===== src/rtl/fpu_norm_shl_pkg.sv =====
// Shared definitions for the left-shift normalizer: FSM state encoding
// and default widths used by the top and the per-cycle step datapath.
package fpu_norm_shl_pkg;

  typedef enum logic [1:0] {
    IDLE  = 2'b00,
    SHIFT = 2'b01,
    DONE  = 2'b10
  } norm_state_e;

  localparam int DEF_DATA_W = 64;
  localparam int DEF_CNT_W  = 6;
  localparam int DEF_EXP_W  = 12;
  localparam int DEF_STEP   = 16;

endpackage


===== src/rtl/fpu_norm_shl_step.sv =====
// One normalization step: shift by s = min(rem, STEP), adjusting the
// exponent and the remaining shift count by the same amount.
module fpu_norm_shl_step
  import fpu_norm_shl_pkg::*;
#(
  parameter int DATA_W = DEF_DATA_W,
  parameter int CNT_W  = DEF_CNT_W,
  parameter int EXP_W  = DEF_EXP_W,
  parameter int STEP   = DEF_STEP
) (
  input  logic [DATA_W-1:0] frac_i,
  input  logic [EXP_W-1:0]  exp_i,
  input  logic [CNT_W-1:0]  rem_i,
  output logic [DATA_W-1:0] frac_o,
  output logic [EXP_W-1:0]  exp_o,
  output logic [CNT_W-1:0]  rem_o
);

  // One extra bit so STEP == DATA_W is still representable.
  localparam logic [CNT_W:0] STEP_C = (CNT_W+1)'(STEP);

  logic [CNT_W:0] rem_ext;
  logic [CNT_W:0] s;

  // Clip the remaining shift to the per-cycle maximum and apply it.
  always_comb begin
    rem_ext = {1'b0, rem_i};
    s       = (rem_ext > STEP_C) ? STEP_C : rem_ext;
    frac_o  = frac_i << s;
    exp_o   = exp_i - EXP_W'(s);
    rem_o   = CNT_W'(rem_ext - s);
  end

endmodule


===== src/rtl/fpu_norm_shl_seq.sv =====
// Iterative left-shift normalizer. Accepts a fraction with its lead-0
// count and biased exponent, shifts it left at most STEP bits per cycle,
// and floors the exponent at 1 (flagging a denormal result).
module fpu_norm_shl_seq
  import fpu_norm_shl_pkg::*;
#(
  parameter int DATA_W = DEF_DATA_W,
  parameter int CNT_W  = DEF_CNT_W,
  parameter int EXP_W  = DEF_EXP_W,
  parameter int STEP   = DEF_STEP
) (
  input  logic              rclk,
  input  logic              arst_l,
  input  logic              in_vld,
  output logic              in_rdy,
  input  logic [DATA_W-1:0] in_frac,
  input  logic [CNT_W-1:0]  in_lead0,
  input  logic              in_eq_0,
  input  logic [EXP_W-1:0]  in_exp,
  output logic              out_vld,
  input  logic              out_rdy,
  output logic [DATA_W-1:0] out_frac,
  output logic [EXP_W-1:0]  out_exp,
  output logic              out_zero,
  output logic              out_denorm
);

  localparam int CMP_W = EXP_W + CNT_W;

  norm_state_e       state_q, state_d;
  logic [DATA_W-1:0] frac_q, frac_d;
  logic [EXP_W-1:0]  exp_q, exp_d;
  logic [CNT_W-1:0]  rem_q, rem_d;
  logic              zero_q, zero_d;
  logic              denorm_q, denorm_d;

  logic [CNT_W-1:0]  shamt;
  logic [CMP_W-1:0]  lead0_w;
  logic [CMP_W-1:0]  exp_m1_w;

  logic [DATA_W-1:0] step_frac;
  logic [EXP_W-1:0]  step_exp;
  logic [CNT_W-1:0]  step_rem;

  fpu_norm_shl_step #(
    .DATA_W (DATA_W),
    .CNT_W  (CNT_W),
    .EXP_W  (EXP_W),
    .STEP   (STEP)
  ) u_step (
    .frac_i (frac_q),
    .exp_i  (exp_q),
    .rem_i  (rem_q),
    .frac_o (step_frac),
    .exp_o  (step_exp),
    .rem_o  (step_rem)
  );

  // Total shift for a new operand: lead-0 count limited so exponent stays >= 1.
  always_comb begin
    lead0_w  = CMP_W'(in_lead0);
    exp_m1_w = CMP_W'(in_exp - EXP_W'(1));
    if (in_eq_0 || (in_exp <= EXP_W'(1))) begin
      shamt = '0;
    end else if (lead0_w > exp_m1_w) begin
      shamt = CNT_W'(exp_m1_w);
    end else begin
      shamt = in_lead0;
    end
  end

  // Next-state and datapath update; everything holds unless a state acts.
  always_comb begin
    state_d  = state_q;
    frac_d   = frac_q;
    exp_d    = exp_q;
    rem_d    = rem_q;
    zero_d   = zero_q;
    denorm_d = denorm_q;
    case (state_q)
      IDLE: begin
        if (in_vld) begin
          frac_d   = in_frac;
          exp_d    = in_exp;
          rem_d    = shamt;
          zero_d   = in_eq_0;
          denorm_d = !in_eq_0 && (in_lead0 > shamt);
          state_d  = (shamt != '0) ? SHIFT : DONE;
        end
      end
      SHIFT: begin
        frac_d = step_frac;
        exp_d  = step_exp;
        rem_d  = step_rem;
        if (step_rem == '0) begin
          state_d = DONE;
        end
      end
      DONE: begin
        if (out_rdy) begin
          state_d = IDLE;
        end
      end
      default: begin
        state_d = IDLE;
      end
    endcase
  end

  // State and operand registers; reset discards any operand in flight.
  always_ff @(posedge rclk or negedge arst_l) begin
    if (!arst_l) begin
      state_q  <= IDLE;
      frac_q   <= '0;
      exp_q    <= '0;
      rem_q    <= '0;
      zero_q   <= 1'b0;
      denorm_q <= 1'b0;
    end else begin
      state_q  <= state_d;
      frac_q   <= frac_d;
      exp_q    <= exp_d;
      rem_q    <= rem_d;
      zero_q   <= zero_d;
      denorm_q <= denorm_d;
    end
  end

  assign in_rdy     = (state_q == IDLE);
  assign out_vld    = (state_q == DONE);
  assign out_frac   = frac_q;
  assign out_exp    = exp_q;
  assign out_zero   = zero_q;
  assign out_denorm = denorm_q;

endmodule


===== config.mk =====
export PLATFORM = sky130hd
export DESIGN_NAME = fpu_norm_shl_seq
export DESIGN_NICKNAME = d
export VERILOG_FILES = /design/src/rtl/fpu_norm_shl_pkg.sv /design/src/rtl/fpu_norm_shl_step.sv /design/src/rtl/fpu_norm_shl_seq.sv
export SDC_FILE = /design/constraint.sdc
export NUM_CORES = 1
export LEC_CHECK = 0
export BUFFER_PORTS_ARGS = -buffer_cell sky130_fd_sc_hd__buf_2
export CAP_MARGIN = 0
export CORE_MARGIN = 3
export CORE_UTILIZATION = 47
export CTS_BUF_LIST = sky130_fd_sc_hd__clkbuf_4
export DETAILED_ROUTE_END_ITERATION = 8
export PLACE_DENSITY_LB_ADDON = 0.3
export SETUP_SLACK_MARGIN = 0.4
export SLEW_MARGIN = 30
export SYNTH_ARGS = -nofsm -noshare
export SYNTH_HDL_FRONTEND = slang
export SYNTH_SLANG_ARGS = --single-unit

===== constraint.sdc =====
create_clock -name rclk -period 3.91 [get_ports rclk]
set_input_delay 0.782 -clock rclk [delete_from_list [all_inputs] [get_ports rclk]]
set_output_delay 0.782 -clock rclk [all_outputs]
set_load 0.02 [all_outputs]

==> results.sh <==
export IMPL_status="complete, no violations"
export IMPL_die_x_um=138
export IMPL_root_buffer="clkbuf_4"
export IMPL_cp_arrival_ps=4050
export IMPL_antenna_found_initial=1
export IMPL_cts_buffers=9
export IMPL_initial_core_util_pct=48.8
export IMPL_clock_sinks=86
export IMPL_timing_rr_start="rem_q[5]$_DFFE_PN0P_"
export IMPL_clockBufferDepth=2
export IMPL_synthMuxAreaShare_pct=19.9
export IMPL_reg2reg_to="out_exp[10]$_DFFE_PN0P_"
export IMPL_antenna_left=0
export IMPL_viasPerCell=6.52
export IMPL_final_common_cell="buf_2"
export IMPL_vdd_ir_drop_max_mv=0.484
export IMPL_yosysSeqAreaShare_pct=26.1
export IMPL_cp_slowest_cell="or3_4"
export IMPL_reg2reg_depth=14
export IMPL_start_kind="input port"
export IMPL_r2r_slack_ps=640
export IMPL_power_leakage_nw=4.51
export IMPL_area_delta_synth_final_pct=17.8
export IMPL_synth_seq_cells=86
export IMPL_wirelength_mm=31.5
export IMPL_ios=167
export IMPL_dp_cells=1382
export IMPL_synth_compound_area_share_pct=23.9
export IMPL_synth_avg_cell_area_sq_um=8.03
export IMPL_yosysUniqueCellTypes=69
export IMPL_grt_pass1_wl_mm=49.1
export IMPL_rows=47
export IMPL_holdWs_ps=233
export IMPL_period_share_pct=93.9
export IMPL_setup_viol=0
export IMPL_insertion_delay_ps=500
export IMPL_layout_common_cells="buf_2 (163), nand2_1 (160), mux2i_1 (135)"
export IMPL_drc=0
export IMPL_clk_pin_slew_ps=160
export IMPL_grt_overflow=0
export IMPL_synth_xor_area_share_pct=1.06
export IMPL_core_area_sq_um=16900
export IMPL_crit_path_end_kind="flip-flop"
export IMPL_synth_fa_ha_area_share_pct=3.56
export IMPL_cts_tree="done"
export IMPL_period_needed_ps=3670
export IMPL_fin_nets=1292
export IMPL_startpoint="in_exp[1]"
export IMPL_powerDensity_nw_per_um2=1040
export IMPL_slowest_delay_ps=330
export IMPL_hold_class="input port to async pin"
export IMPL_crit_chain="buf_6 > inv_4 > ha_4 > inv_2 > or3_4 > xnor2_2 > inv_1 > ha_1 > nand4_1 > nor2_1 > nor2_1 > a211o_1 > mux2i_1 > nand2_1 > ha_4 > nor2b_4 > o21a_1 > o21a_1 > o21ai_2 > nand2b_1 > a21oi_2 > o41ai_2"
export IMPL_yosys_area_share_simple_pct=18.8
export IMPL_drtPass1Iterations=5
export IMPL_critical_path_class="input port to flip-flop"
export IMPL_finClkSkew_ps=20.7
export IMPL_fin_tns_setup_ps=0
export IMPL_cap_violations=0
export IMPL_grt_max_degree=62
export IMPL_hpwlAfterDp_mm=22.5
export IMPL_async_flop_share_pct=100
export IMPL_synth_area_sq_um=8240
export IMPL_layout_drive_gt1_share_pct=25.3
export IMPL_yosys_warnings=0
export IMPL_cp_required_ps=4290
export IMPL_synth_top_family_by_area="compound AO/OA/AOI/OAI gates"
export IMPL_grt_pass1_vias=8709
export IMPL_fillers=1611
export IMPL_port_buffer_count=166
export IMPL_relSlewSlack_pct=33.1
export IMPL_synth_flop_cell="dfrtp_1"
export IMPL_max_freq_mhz=273
export IMPL_synth_edf_count=0
export IMPL_grt_usage_pct=31.4
export IMPL_rsz0062_at_grt="yes"
export IMPL_h_tree_depth=3
export IMPL_gp_congestion=0.965
export IMPL_syn_inst=1026
export IMPL_wl_per_cell_um=22.4
export IMPL_die_h_um=138
export IMPL_hold_buffers=0
export IMPL_final_max_slew_viol_count=0
export IMPL_final_hold_violation_count=0
export IMPL_worst_pin_slew_ps=999
export IMPL_critPathMaxFanout=2
export IMPL_die_area_sq_um=19100
export IMPL_dr_first_iter_drc_count=1318
export IMPL_fin_cells=1409
export IMPL_setup_worst_path_end="out_denorm$_DFFE_PN0P_"
export IMPL_routed_via_count=9187
-- routing by layer --
layer | up-vias | GRT usage [%] | part of all wire (%)
met5 | - | 0 | 0
met4 | 0 | 10.1 | 2.9
met3 | 84 | 6.39 | 10
met2 | 609 | 49.4 | 46
met1 | 4373 | 43.5 | 41
li1 | 4121 | - | -
-- flip-flops by register name, summed over array words and instances, names as in the netlist --
name / count
out_frac: 64
out_exp: 12
rem_q: 6
state_q: 2
out_zero: 1
out_denorm: 1
-- synth_stat cells (7+ instances only) --
cell type | number | share of area [%]
nand3_1 | 22 | 1.3
buf_2 | 17 | 1.0
and3_1 | 42 | 3.2
clkbuf_1 | 46 | 2.1
a211oi_1 | 12 | 1.1
o221ai_1 | 11 | 1.2
xnor2_1 | 7 | 0.74
nor3_1 | 9 | 0.55
o21ai_0 | 55 | 3.3
buf_1 | 7 | 0.32
a21oi_1 | 86 | 5.2
ha_1 | 21 | 3.2
mux2_2 | 19 | 2.6
mux2i_1 | 136 | 17
dfrtp_1 | 86 | 26
nor2_1 | 58 | 2.6
o211ai_1 | 10 | 0.91
buf_4 | 11 | 1.0
inv_1 | 21 | 0.96
o22ai_1 | 15 | 1.1
a221o_1 | 9 | 1.1
a31oi_1 | 19 | 1.4
a221oi_1 | 24 | 2.6
a22oi_1 | 9 | 0.82
nand2_1 | 160 | 7.3
nor2b_1 | 9 | 0.68
-- power by group --
part	internal, mW	switching [mW]	leakage [nW]
clock	0.265	0.350	0.0844
combinational	2.72	4.67	3.40
sequential	1.34	0.735	1.03
total	4.33	5.75	4.51
-- repair_timing --
item	4_1_cts	5_1_grt
gates cloned	0	0
pin swaps	13	10
buffers inserted	8	2
setup endpoints to repair	1	1
resized for setup	9	5
hold endpoints to repair	0	0
-- worst min-delay path by stage --
stage                                     from                        to  slack (ps)  cells past startpoint
after floorplan                         arst_l    out_denorm$_DFFE_PN0P_         490                      0
after global placement    out_zero$_DFFE_PN0P_      out_zero$_DFFE_PN0P_         460                      2
after detailed placement  out_zero$_DFFE_PN0P_      out_zero$_DFFE_PN0P_         470                      2
after CTS                               arst_l    state_q[1]$_DFFE_PN0P_         230                      1
after global routing                    arst_l  out_frac[56]$_DFFE_PN0P_         240                      1
final                                   arst_l   out_exp[10]$_DFFE_PN0P_         230                      1
-- layout make-up --
cell class / instances / area (sq um) / area share (%)
multi-input cells: 827 / 5650 / 58.2
diodes: 1 / 2.50 / 0.0258
clock inverters: 6 / 85.1 / 0.877
clock buffers: 10 / 75.1 / 0.774
repair buffers: 232 / 1350 / 14.0
flip-flops and latches: 86 / 2150 / 22.2
well taps: 220 / 275 / 2.84
inverters: 27 / 109 / 1.12
-- cell families (layout without fill, tap and decap cells) --
kind of cell | Yosys count | after routing
DFF | 86 | 86
xor gates and xnor gates | 10 | 10
muxes | 158 | 158
other | 1 | 3
AOI/OAI and AO/OA | 301 | 301
buffers and inverters | 114 | 275
adders and majority gates | 23 | 23
and+or+nand+nor | 333 | 333
-- per-stage QoR --
step	setup slack, ps	power (mW)	cell area [sq um]	util, %
floorplan	-14.7	7.00	8270	-
global placement	-246	9.14	9380	55.6
detailed placement	-406	9.21	9380	55.6
CTS	268	9.85	9650	57.2
global route	146	10.7	9700	57.5
finish	240	10.1	9700	57.5
-- critical path, delay by kind of cell --
kind,cells,cell delay [ps]
fa+ha+maj,3,700
xor+xnor,1,180
compound gates,6,980
mux,1,210
buf+inv,4,250
simple gates,7,930
(Power assumes the default switching activity.)
